## src/rtl/mover_pkg.sv

```systemverilog
// Shared definitions for the mover block: FSM state encoding and the
// address stride rule (one item's worth of bytes per step).
package mover_pkg;

    typedef enum logic [2:0] {
        ST_IDLE    = 3'd0,
        ST_RD_REQ  = 3'd1,
        ST_RD_WAIT = 3'd2,
        ST_WR_REQ  = 3'd3,
        ST_WR_WAIT = 3'd4,
        ST_DONE    = 3'd5
    } state_t;

    localparam int BYTE_BITS      = 8;
    localparam int DEFAULT_STRIDE = 16;

    // Byte stride between consecutive items of the given data width.
    function automatic int stride_bytes(input int data_width);
        return data_width / BYTE_BITS;
    endfunction

endpackage

```

## src/rtl/mover.sv

```systemverilog
// Single-channel item mover: reads N items from a source address range and
// writes them to a destination range, one read then one write per item.
module mover
    import mover_pkg::*;
#(
    parameter int DATA_WIDTH = 128,
    parameter int ADDR_WIDTH = 32
) (
    input  logic                  ACLK,
    input  logic                  ARESETN,
    input  logic                  MOVE_START,
    input  logic [7:0]            MOVE_NUM,
    input  logic [ADDR_WIDTH-1:0] SOURCE_ADDR,
    input  logic [ADDR_WIDTH-1:0] DEST_ADDR,
    output logic                  MOVE_DONE,
    output logic                  RD_START,
    output logic [ADDR_WIDTH-1:0] RD_ADDR,
    input  logic [DATA_WIDTH-1:0] RD_DATA,
    input  logic                  RD_DONE,
    output logic                  WR_START,
    output logic [ADDR_WIDTH-1:0] WR_ADDR,
    output logic [DATA_WIDTH-1:0] WR_DATA,
    input  logic                  WR_DONE
);

    localparam logic [ADDR_WIDTH-1:0] STRIDE = ADDR_WIDTH'(stride_bytes(DATA_WIDTH));

    state_t                  state_reg, state_next;
    logic [ADDR_WIDTH-1:0]   src_reg, src_next;
    logic [ADDR_WIDTH-1:0]   dst_reg, dst_next;
    logic [7:0]              num_reg, num_next;
    logic [7:0]              idx_reg, idx_next;
    logic [7:0]              idx_inc;
    logic [ADDR_WIDTH-1:0]   rd_addr_reg, rd_addr_next;
    logic [ADDR_WIDTH-1:0]   wr_addr_reg, wr_addr_next;
    logic [DATA_WIDTH-1:0]   wr_data_reg, wr_data_next;
    logic                    rd_start_reg, rd_start_next;
    logic                    wr_start_reg, wr_start_next;
    logic                    move_done_reg, move_done_next;

    assign idx_inc = idx_reg + 8'd1;

    always_ff @(posedge ACLK) begin
        if (ARESETN) begin
            state_reg     <= ST_IDLE;
            src_reg       <= '0;
            dst_reg       <= '0;
            num_reg       <= '0;
            idx_reg       <= '0;
            rd_addr_reg   <= '0;
            wr_addr_reg   <= '0;
            wr_data_reg   <= '0;
            rd_start_reg  <= 1'b0;
            wr_start_reg  <= 1'b0;
            move_done_reg <= 1'b0;
        end else begin
            state_reg     <= state_next;
            src_reg       <= src_next;
            dst_reg       <= dst_next;
            num_reg       <= num_next;
            idx_reg       <= idx_next;
            rd_addr_reg   <= rd_addr_next;
            wr_addr_reg   <= wr_addr_next;
            wr_data_reg   <= wr_data_next;
            rd_start_reg  <= rd_start_next;
            wr_start_reg  <= wr_start_next;
            move_done_reg <= move_done_next;
        end
    end

    // Outputs are computed on the transition into a state so that every
    // pulse and address is a flop output during the state it belongs to.
    // src_reg/dst_reg track the current item's addresses (base + stride*i).
    always_comb begin
        state_next     = state_reg;
        src_next       = src_reg;
        dst_next       = dst_reg;
        num_next       = num_reg;
        idx_next       = idx_reg;
        rd_addr_next   = rd_addr_reg;
        wr_addr_next   = wr_addr_reg;
        wr_data_next   = wr_data_reg;
        rd_start_next  = 1'b0;
        wr_start_next  = 1'b0;
        move_done_next = 1'b0;

        case (state_reg)
            ST_IDLE: begin
                if (MOVE_START) begin
                    src_next = SOURCE_ADDR;
                    dst_next = DEST_ADDR;
                    num_next = MOVE_NUM;
                    idx_next = 8'd0;
                    if (MOVE_NUM == 8'd0) begin
                        state_next     = ST_DONE;
                        move_done_next = 1'b1;
                    end else begin
                        state_next    = ST_RD_REQ;
                        rd_start_next = 1'b1;
                        rd_addr_next  = SOURCE_ADDR;
                    end
                end
            end
            ST_RD_REQ: begin
                state_next = ST_RD_WAIT;
            end
            ST_RD_WAIT: begin
                if (RD_DONE) begin
                    state_next    = ST_WR_REQ;
                    wr_start_next = 1'b1;
                    wr_addr_next  = dst_reg;
                    wr_data_next  = RD_DATA;
                end
            end
            ST_WR_REQ: begin
                state_next = ST_WR_WAIT;
            end
            ST_WR_WAIT: begin
                if (WR_DONE) begin
                    idx_next = idx_inc;
                    src_next = src_reg + STRIDE;
                    dst_next = dst_reg + STRIDE;
                    if (idx_inc == num_reg) begin
                        state_next     = ST_DONE;
                        move_done_next = 1'b1;
                    end else begin
                        state_next    = ST_RD_REQ;
                        rd_start_next = 1'b1;
                        rd_addr_next  = src_reg + STRIDE;
                    end
                end
            end
            ST_DONE: begin
                state_next = ST_IDLE;
            end
            default: begin
                state_next = ST_IDLE;
            end
        endcase
    end

    assign MOVE_DONE = move_done_reg;
    assign RD_START  = rd_start_reg;
    assign RD_ADDR   = rd_addr_reg;
    assign WR_START  = wr_start_reg;
    assign WR_ADDR   = wr_addr_reg;
    assign WR_DATA   = wr_data_reg;

endmodule

```

## config.mk

```make
export PLATFORM = sky130hd
export DESIGN_NAME = mover
export DESIGN_NICKNAME = d
export VERILOG_FILES = /design/src/rtl/mover_pkg.sv /design/src/rtl/mover.sv
export SDC_FILE = /design/constraint.sdc
export NUM_CORES = 1
export LEC_CHECK = 0
export ABC_AREA = 1
export BUFFER_PORTS_ARGS = -buffer_cell sky130_fd_sc_hd__buf_4
export CORE_MARGIN = 2
export CORE_UTILIZATION = 30
export CTS_CLUSTER_SIZE = 14
export DETAILED_ROUTE_END_ITERATION = 10
export GPL_TIMING_DRIVEN = 0
export PLACE_DENSITY_LB_ADDON = 0.25
export SYNTH_ARGS = -nofsm -noshare
export SYNTH_HDL_FRONTEND = slang
export SYNTH_SLANG_ARGS = --single-unit
```

## constraint.sdc

```tcl
create_clock -name ACLK -period 3.9 [get_ports ACLK]
set_input_delay 0.78 -clock ACLK [delete_from_list [all_inputs] [get_ports ACLK]]
set_output_delay 0.78 -clock ACLK [all_outputs]
set_load 0.005 [all_outputs]
```

Word level (Yosys, flattened, before mapping)
Cells that the tools add are included.
{"block": "totals", "inputBits": 205, "output_inout_bits": 195, "elab_cells": 65, "regBits": 278}
{"block": "classes", "bitwise": 1, "addsub": 3, "n_eq_ne": 10, "n_reduce_logical": 9, "mux": 31}
{"cell": "32-bit two-way mux", "count": 8}
{"cell": "32-bit one-hot mux with 2 select lines", "count": 3}
{"cell": "32-bit by 5-bit adder with 32-bit output (second input constant)", "count": 2}
{"cell": "8-bit two-way mux", "count": 2}
{"cell": "8-bit one-hot mux with 2 select lines", "count": 1}
{"cell": "3-bit two-way mux", "count": 5}
{"cell": "3-bit one-hot mux with 5 select lines", "count": 1}
{"cell": "2-bit inequality test (second input constant)", "count": 5}
{"cell": "1-bit two-way mux", "count": 9}
{"cell": "8-bit by 1-bit adder with 8-bit output (second input constant)", "count": 1}
{"cell": "8-bit equality test", "count": 1}
{"cell": "8-bit logical NOT", "count": 1}
{"cell": "3-bit by 2-bit equality test with 1-bit output (second input constant)", "count": 2}
{"cell": "3-bit AND reduction", "count": 2}
{"cell": "5-bit AND reduction", "count": 1}
{"cell": "1-bit one-hot mux with 2 select lines", "count": 2}
{"cell": "2-bit AND reduction", "count": 2}
{"cell": "3-bit by 1-bit equality test with 1-bit output (second input constant)", "count": 1}
{"cell": "3-bit equality test (second input constant)", "count": 1}
{"cell": "3-bit logical NOT", "count": 1}
{"cell": "2-bit nonzero test", "count": 1}
{"cell": "2-bit OR reduction", "count": 1}
{"cell": "1-bit NOT", "count": 1}

Depth between registers and ports, before layout
Gate-level depths: netlist of run 1.
{"block": "depth", "ltp_word": 5, "depth_mapped": 16}

Least setup slack after synthesis of run 1
Ideal clock, no wire load.
{"block": "synth_path", "path_type": "in2reg", "from": "input port ARESETN", "to": "register src_reg[10]", "path_slack_ns": 1.963, "setup_ns": 0.116, "path_stages": 6, "t_required_ns": 3.784, "n_path_buf": 3, "arrival_ns": 1.821, "cell_sequence": "clkbuf_1 -> clkinv_1 -> clkbuf_1 -> clkbuf_1 -> o211ai_1 -> inv_1"}
{"element": "start, declared", "line": "mover.sv:10", "source": "input logic ARESETN,"}
{"element": "end signal, assigned", "line": "mover.sv:58", "source": "src_reg <= src_next;"}
{"element": "end, declared", "line": "mover.sv:29", "source": "logic [ADDR_WIDTH-1:0] src_reg, src_next;"}
No word-level cell between the ends.

==> impl_metrics.tcl, run 1 <==
set metrics [dict create \
    port_buffers 398 \
    grt_start_max_net_pins 13 \
    synth_edf_count 0 \
    synth-seq-cells 278 \
    grt.total_usage_pct 21.8 \
    clock_latency_ps 540 \
    cp_common_cell "clkbuf_1" \
    dr.first_iter.drc_count 817 \
    htreeDepth 2 \
    drcViolationCount 0 \
    finalNonFillerCells 2642 \
    cts-hold-fix-buffers 0 \
    drt_first_pass_iters 7 \
    fill_cells 4164 \
    fin_tns_setup_ps 0 \
    cts_sinks 278 \
    critPathBufInv 4 \
    syn_area_sq_um 12000 \
    vias 12500 \
    slew-limit-headroom_pct 44.4 \
    ant_nets 0 \
    grt_pass1_vias 12100 \
    yosysTopAreaCell "dfxtp_1" \
    cts_resized 0 \
    fp.dieH_microns 204 \
    largest_reg_flops 128 \
    setup_viol 0 \
    synthTopCellsByCount "dfxtp_1, nand2_1, o21ai_0" \
    syn_avg_cell_area_sq_um 7.22 \
    slowest_delay_ps 550 \
    synth_nets 1869 \
    fin_crit_ps 2650 \
    ios 400 \
    drive_above_1_share_pct 23.2 \
    maxCapViolCount 0 \
    p_leak_nw 7.30 \
    synthArstFlopShare_pct 0 \
    vdd_drop_max_v 0.000250 \
    critPathKind "input port to register" \
    grt_pass1_wl_mm 69.7 \
    wl_per_cell_microns 17.8 \
    final_nets 2304 \
    synth_cells 1661 \
    fmax_mhz 378 \
    startpoint_type "input port" \
    cp_max_fo 10 \
    gp_congestion 0.907 \
    dp.cells 2584 \
    finClkSkew_ps 13.1 \
    finalWirelength_mm 46.9 \
    ys.warnings.count 0 \
    cts_setup_buffers 0 \
    start_util_pct 30.3 \
    grt-ovfl-total 0 \
    ys_seq_area_share_pct 46.4 \
    dieArea_sq_um 41600 \
    clk_path_buf_depth 3 \
    path_cells "clkbuf_1, clkinv_1, clkbuf_1, clkbuf_1, o21ai_0, nor2_1" \
    viasPerCell 4.71 \
    diodes 0 \
    powerDensity_nw_per_um2 494 \
    cts_tree "yes" \
    critPathArrivalTime_ps 3060 \
    num_rows 73 \
    hold_viol 0 \
    clkTransAtPathRegs_ps 60 \
    yosysMostFrequentCell "dfxtp_1" \
    root_buffer "clkbuf_16" \
    synth_top_area_share_pct 46.4 \
    status "completed" \
    worstHoldPathType "register to register" \
    ys.flop_type "dfxtp_1" \
    numCtsBuffers 35 \
    post-route-period-util_pct 67.9 \
    rsz0062_at_grt "false" \
    stdcell_area_sq_um 16900 \
    syn2layout_area_growth_pct 40.7 \
    worst_slew_pin_slew_ps 834 \
    place_area_sq_um 15600 \
    synth_area_leaders "dfxtp_1, o21ai_0, a21oi_1" \
    crit_family "buffers and inverters" \
    endpoint_kind "register" \
    required_ps 4320 \
    slowest_stage "clkinv_1" \
    drv_slew 0 \
    die_w_microns 204 \
    antenna_found_initial 2 \
    yosysUniqueCellTypes 39 \
    core-area_sq_um 39500 \
    dp_hpwl_mm 36.5 \
]
-- power by group --
part	internal [mW]	switching (mW)
combinational	0.665	0.811
clock	2.20	1.26
sequential	3.15	0.243
-- routing by layer --
metal	vias to the layer above	part of all wire [%]	GRT usage (%)
met1	5719	41	26.2
met2	416	47	37.1
met3	76	8.3	6.15
met5	-	0.049	0
met4	4	3.2	8.11
li1	6242	-	-
-- layout make-up --
type	count	area [sq um]	area share (%)
sequential	278	5570	33.0
multi-input combinational	1055	5140	30.5
timing repair buffer	398	2990	17.7
clock buffer	48	1050	6.21
inverter	229	860	5.10
tap	525	657	3.90
buffer	99	422	2.50
clock inverter	10	181	1.08
-- through the flow --
stage / total power [mW] / setup slack [ps] / utilization (%) / hold WS [ps]
2_1_floorplan: 4.13 / 1960 / - / 440
3_3_place_gp: 4.91 / 750 / 39.5 / 433
3_5_place_dp: 4.94 / 697 / 39.5 / 436
4_1_cts: 8.44 / 1270 / 42.6 / 441
5_1_grt: 8.74 / 1140 / 42.6 / 459
6_report: 8.33 / 1250 / 42.6 / 444
-- worst paths after layout --
path | startpoint | end | slack, ps | cells past startpoint
max reg2reg | state_reg[1]$_SDFFE_PP0P_ | RD_ADDR[14]$_SDFFE_PP0P_ | 1600 | 9
min | WR_DATA[98]$_SDFFE_PP0P_ | WR_DATA[98]$_SDFFE_PP0P_ | 440 | 2
min reg2reg | WR_DATA[98]$_SDFFE_PP0P_ | WR_DATA[98]$_SDFFE_PP0P_ | 440 | 2
max | ARESETN | RD_ADDR[14]$_SDFFE_PP0P_ | 1250 | 6
-- cell usage in the layout, fill, tap and decap left out, types with 14 or more instances in the layout --
master,instances
a31oi_1,20
clkbuf_16,37
nand3_1,46
nor2_1,151
inv_1,225
clkbuf_1,80
dfxtp_1,278
o21ai_0,236
nand2_1,267
a21oi_1,205
nor3_1,14
xnor2_1,16
buf_4,402
xor2_1,28
-- kinds of logic after synthesis --
| family | after synthesis | share of synthesized area (%) |
|---|---|---|
| and+or+nand+nor | 516 | 17.8 |
| AOI/OAI and AO/OA | 486 | 21.0 |
| buffers and inverters | 328 | 10.7 |
| DFF | 278 | 46.4 |
| xor gates and xnor gates | 44 | 3.22 |
| muxes | 6 | 0.501 |
| adders and majority gates | 3 | 0.313 |
-- tightest hold or removal path: stages, from the launching register on --
cell and delay [ps]:
dfxtp_1 310, inv_1 50, a21oi_1 50
(Power assumes the default switching activity.)
==> run 2, diff against run 1 <==
==> constraint.sdc (replaced) <==
create_clock -name ACLK -period 2.4 [get_ports ACLK]
set_input_delay 0.48 -clock ACLK [delete_from_list [all_inputs] [get_ports ACLK]]
set_output_delay 0.48 -clock ACLK [all_outputs]
set_load 0.005 [all_outputs]
==> impl_metrics.tcl, run 2 (synthesized netlist as in run 1, its figures left out) <==
set metrics [dict create \
    status "completed" \
    setup_viol 0 \
    slew-limit-headroom_pct 45.1 \
    dieArea_sq_um 41600 \
    ant_nets 0 \
    drcViolationCount 0 \
    finalWirelength_mm 46.9 \
    mostFrequentLayoutCells "buf_4, dfxtp_1, nand2_1, o21ai_0, inv_1" \
    start_util_pct 30.3 \
    root_buffer "clkbuf_16" \
    gp_congestion 0.907 \
    ios 400 \
    viasPerCell 4.73 \
    stdcell_area_sq_um 16900 \
    met2_wirelength_mm 22.1 \
    drv_slew 0 \
    setup_ws_ps 194 \
    pre_cts_slack_ps -503 \
    vdd_drop_max_v 0.000406 \
    critPathKind "register to register" \
    maxCapViolCount 0 \
    finClkSkew_ps 12.1 \
    ff2ff_path_depth 5 \
    crit_start "state_reg[2]$_SDFFE_PP0P_" \
    cp_common_cell "clkbuf_1" \
    p_leak_nw 7.31 \
    fp.dieH_microns 204 \
    layout.cells.most_common "buf_4" \
    fmax_mhz 453 \
    whs_ps 178 \
    post-route-period-util_pct 91.9 \
    worst_slew_pin_slew_ps 823 \
    r2r_end "WR_DATA[99]$_SDFFE_PP0P_" \
    startpoint_type "register" \
    drive_above_1_share_pct 23.5 \
    cts_tree "yes" \
    slowest_delay_ps 620 \
    wl_per_cell_microns 17.8 \
    grt.total_usage_pct 21.8 \
    endpoint_kind "register" \
    ff2ff_setup_slack_ps 190 \
    diodes 0 \
    clk_path_buf_depth 3 \
    drt_first_pass_iters 7 \
    grt-ovfl-total 0 \
    cts_sinks 278 \
    grt_pass1_vias 12100 \
    grt_start_max_net_pins 13 \
    maxUsedRoutingLayer "met5" \
    path_cells "nor2_1, nand3_1, clkbuf_1, clkbuf_1, a21oi_1" \
    port_buffers 398 \
    vias 12500 \
    crit_end "WR_DATA[99]$_SDFFE_PP0P_" \
    syn2layout_area_growth_pct 40.8 \
    grt_pass1_wl_mm 69.7 \
    final_nets 2304 \
    htreeDepth 2 \
    required_ps 2790 \
    fin_crit_ps 2210 \
    cp_max_fo 10 \
    total_power_mw 13.5 \
    clkTransAtPathRegs_ps 60 \
    critPathArrivalTime_ps 2600 \
    rsz0062_at_grt "true" \
    numCtsBuffers 35 \
    met3_length_mm 3.90 \
    dp_hpwl_mm 36.5 \
    num_rows 73 \
    place_area_sq_um 15600 \
    antenna_found_initial 2 \
    worstHoldPathType "input port to register" \
    clock_latency_ps 530 \
    dr.first_iter.drc_count 730 \
    met1_length_mm 19.4 \
    slowest_stage "clkbuf_1" \
    largest_reg_flops 128 \
    core-area_sq_um 39500 \
    die_w_microns 204 \
    r2r-start "state_reg[2]$_SDFFE_PP0P_" \
    fin_tns_setup_ps 0 \
    hold_viol 0 \
    powerDensity_nw_per_um2 803 \
]
-- run 2: changes by cell type in the layout (fill, tap and decap cells not counted), sizes merged --
cell	before	now
clkinv	6	5
clkinvlp	1	2
-- run 2: report_power, final --
part | internal (mW) | switching [mW] | total (mW)
registers | 5.13 | 0.395 | 5.52
clock network | 3.57 | 2.06 | 5.63
logic | 1.08 | 1.32 | 2.40
total | 9.78 | 3.77 | 13.5
-- run 2: what timing repair did --
item                       in CTS  in global routing
resized for setup               0                  9
setup buffers                   0                  0
hold buffers                    0                  0
setup endpoints to repair       0                 18
-- run 2: worst min path at each step --
stage                                        start                       end  depth (start not counted)
final                                 DEST_ADDR[0]   dst_reg[0]$_SDFFE_PP0P_                          3
after global routing                  DEST_ADDR[0]   dst_reg[0]$_SDFFE_PP0P_                          3
after CTS                             DEST_ADDR[0]   dst_reg[0]$_SDFFE_PP0P_                          3
after detailed placement   WR_DATA[7]$_SDFFE_PP0P_   WR_DATA[7]$_SDFFE_PP0P_                          2
after global placement    WR_DATA[44]$_SDFFE_PP0P_  WR_DATA[44]$_SDFFE_PP0P_                          2
after floorplan            WR_ADDR[0]$_SDFFE_PP0P_   WR_ADDR[0]$_SDFFE_PP0P_                          2
-- run 2: metal layers --
layer	vias to the layer above	track usage [%]
li1	6248	-
met5	-	0
met1	5754	26.2
met4	4	8.11
met2	418	37.1
met3	78	6.15
-- run 2: through the flow --
| step | instances | utilization, % |
|---|---|---|
| CTS | 2642 | 42.6 |
| detailed placement | 2584 | 39.5 |
| global route | 2642 | 42.7 |
| floorplan | 1661 | - |
| finish | 2642 | 42.7 |
| global placement | 2584 | 39.5 |
-- run 2: worst max-delay path, delay by kind of cell, from the launching register on --
kind | cells | cell delay, ps
buffers and inverters | 2 | 1150
and+or+nand+nor | 2 | 400
DFF | 1 | 360
AOI/OAI and AO/OA | 1 | 140
-- run 2: cell type report --
cell class	count	area (sq um)
fillers	4158	22700
flip-flops and latches	278	5570
multi-input cells	1055	5140
repair buffers	398	2990
clock buffers	48	1050
inverters	229	863
well taps	525	657
plain buffers	99	425
clock inverters	10	181
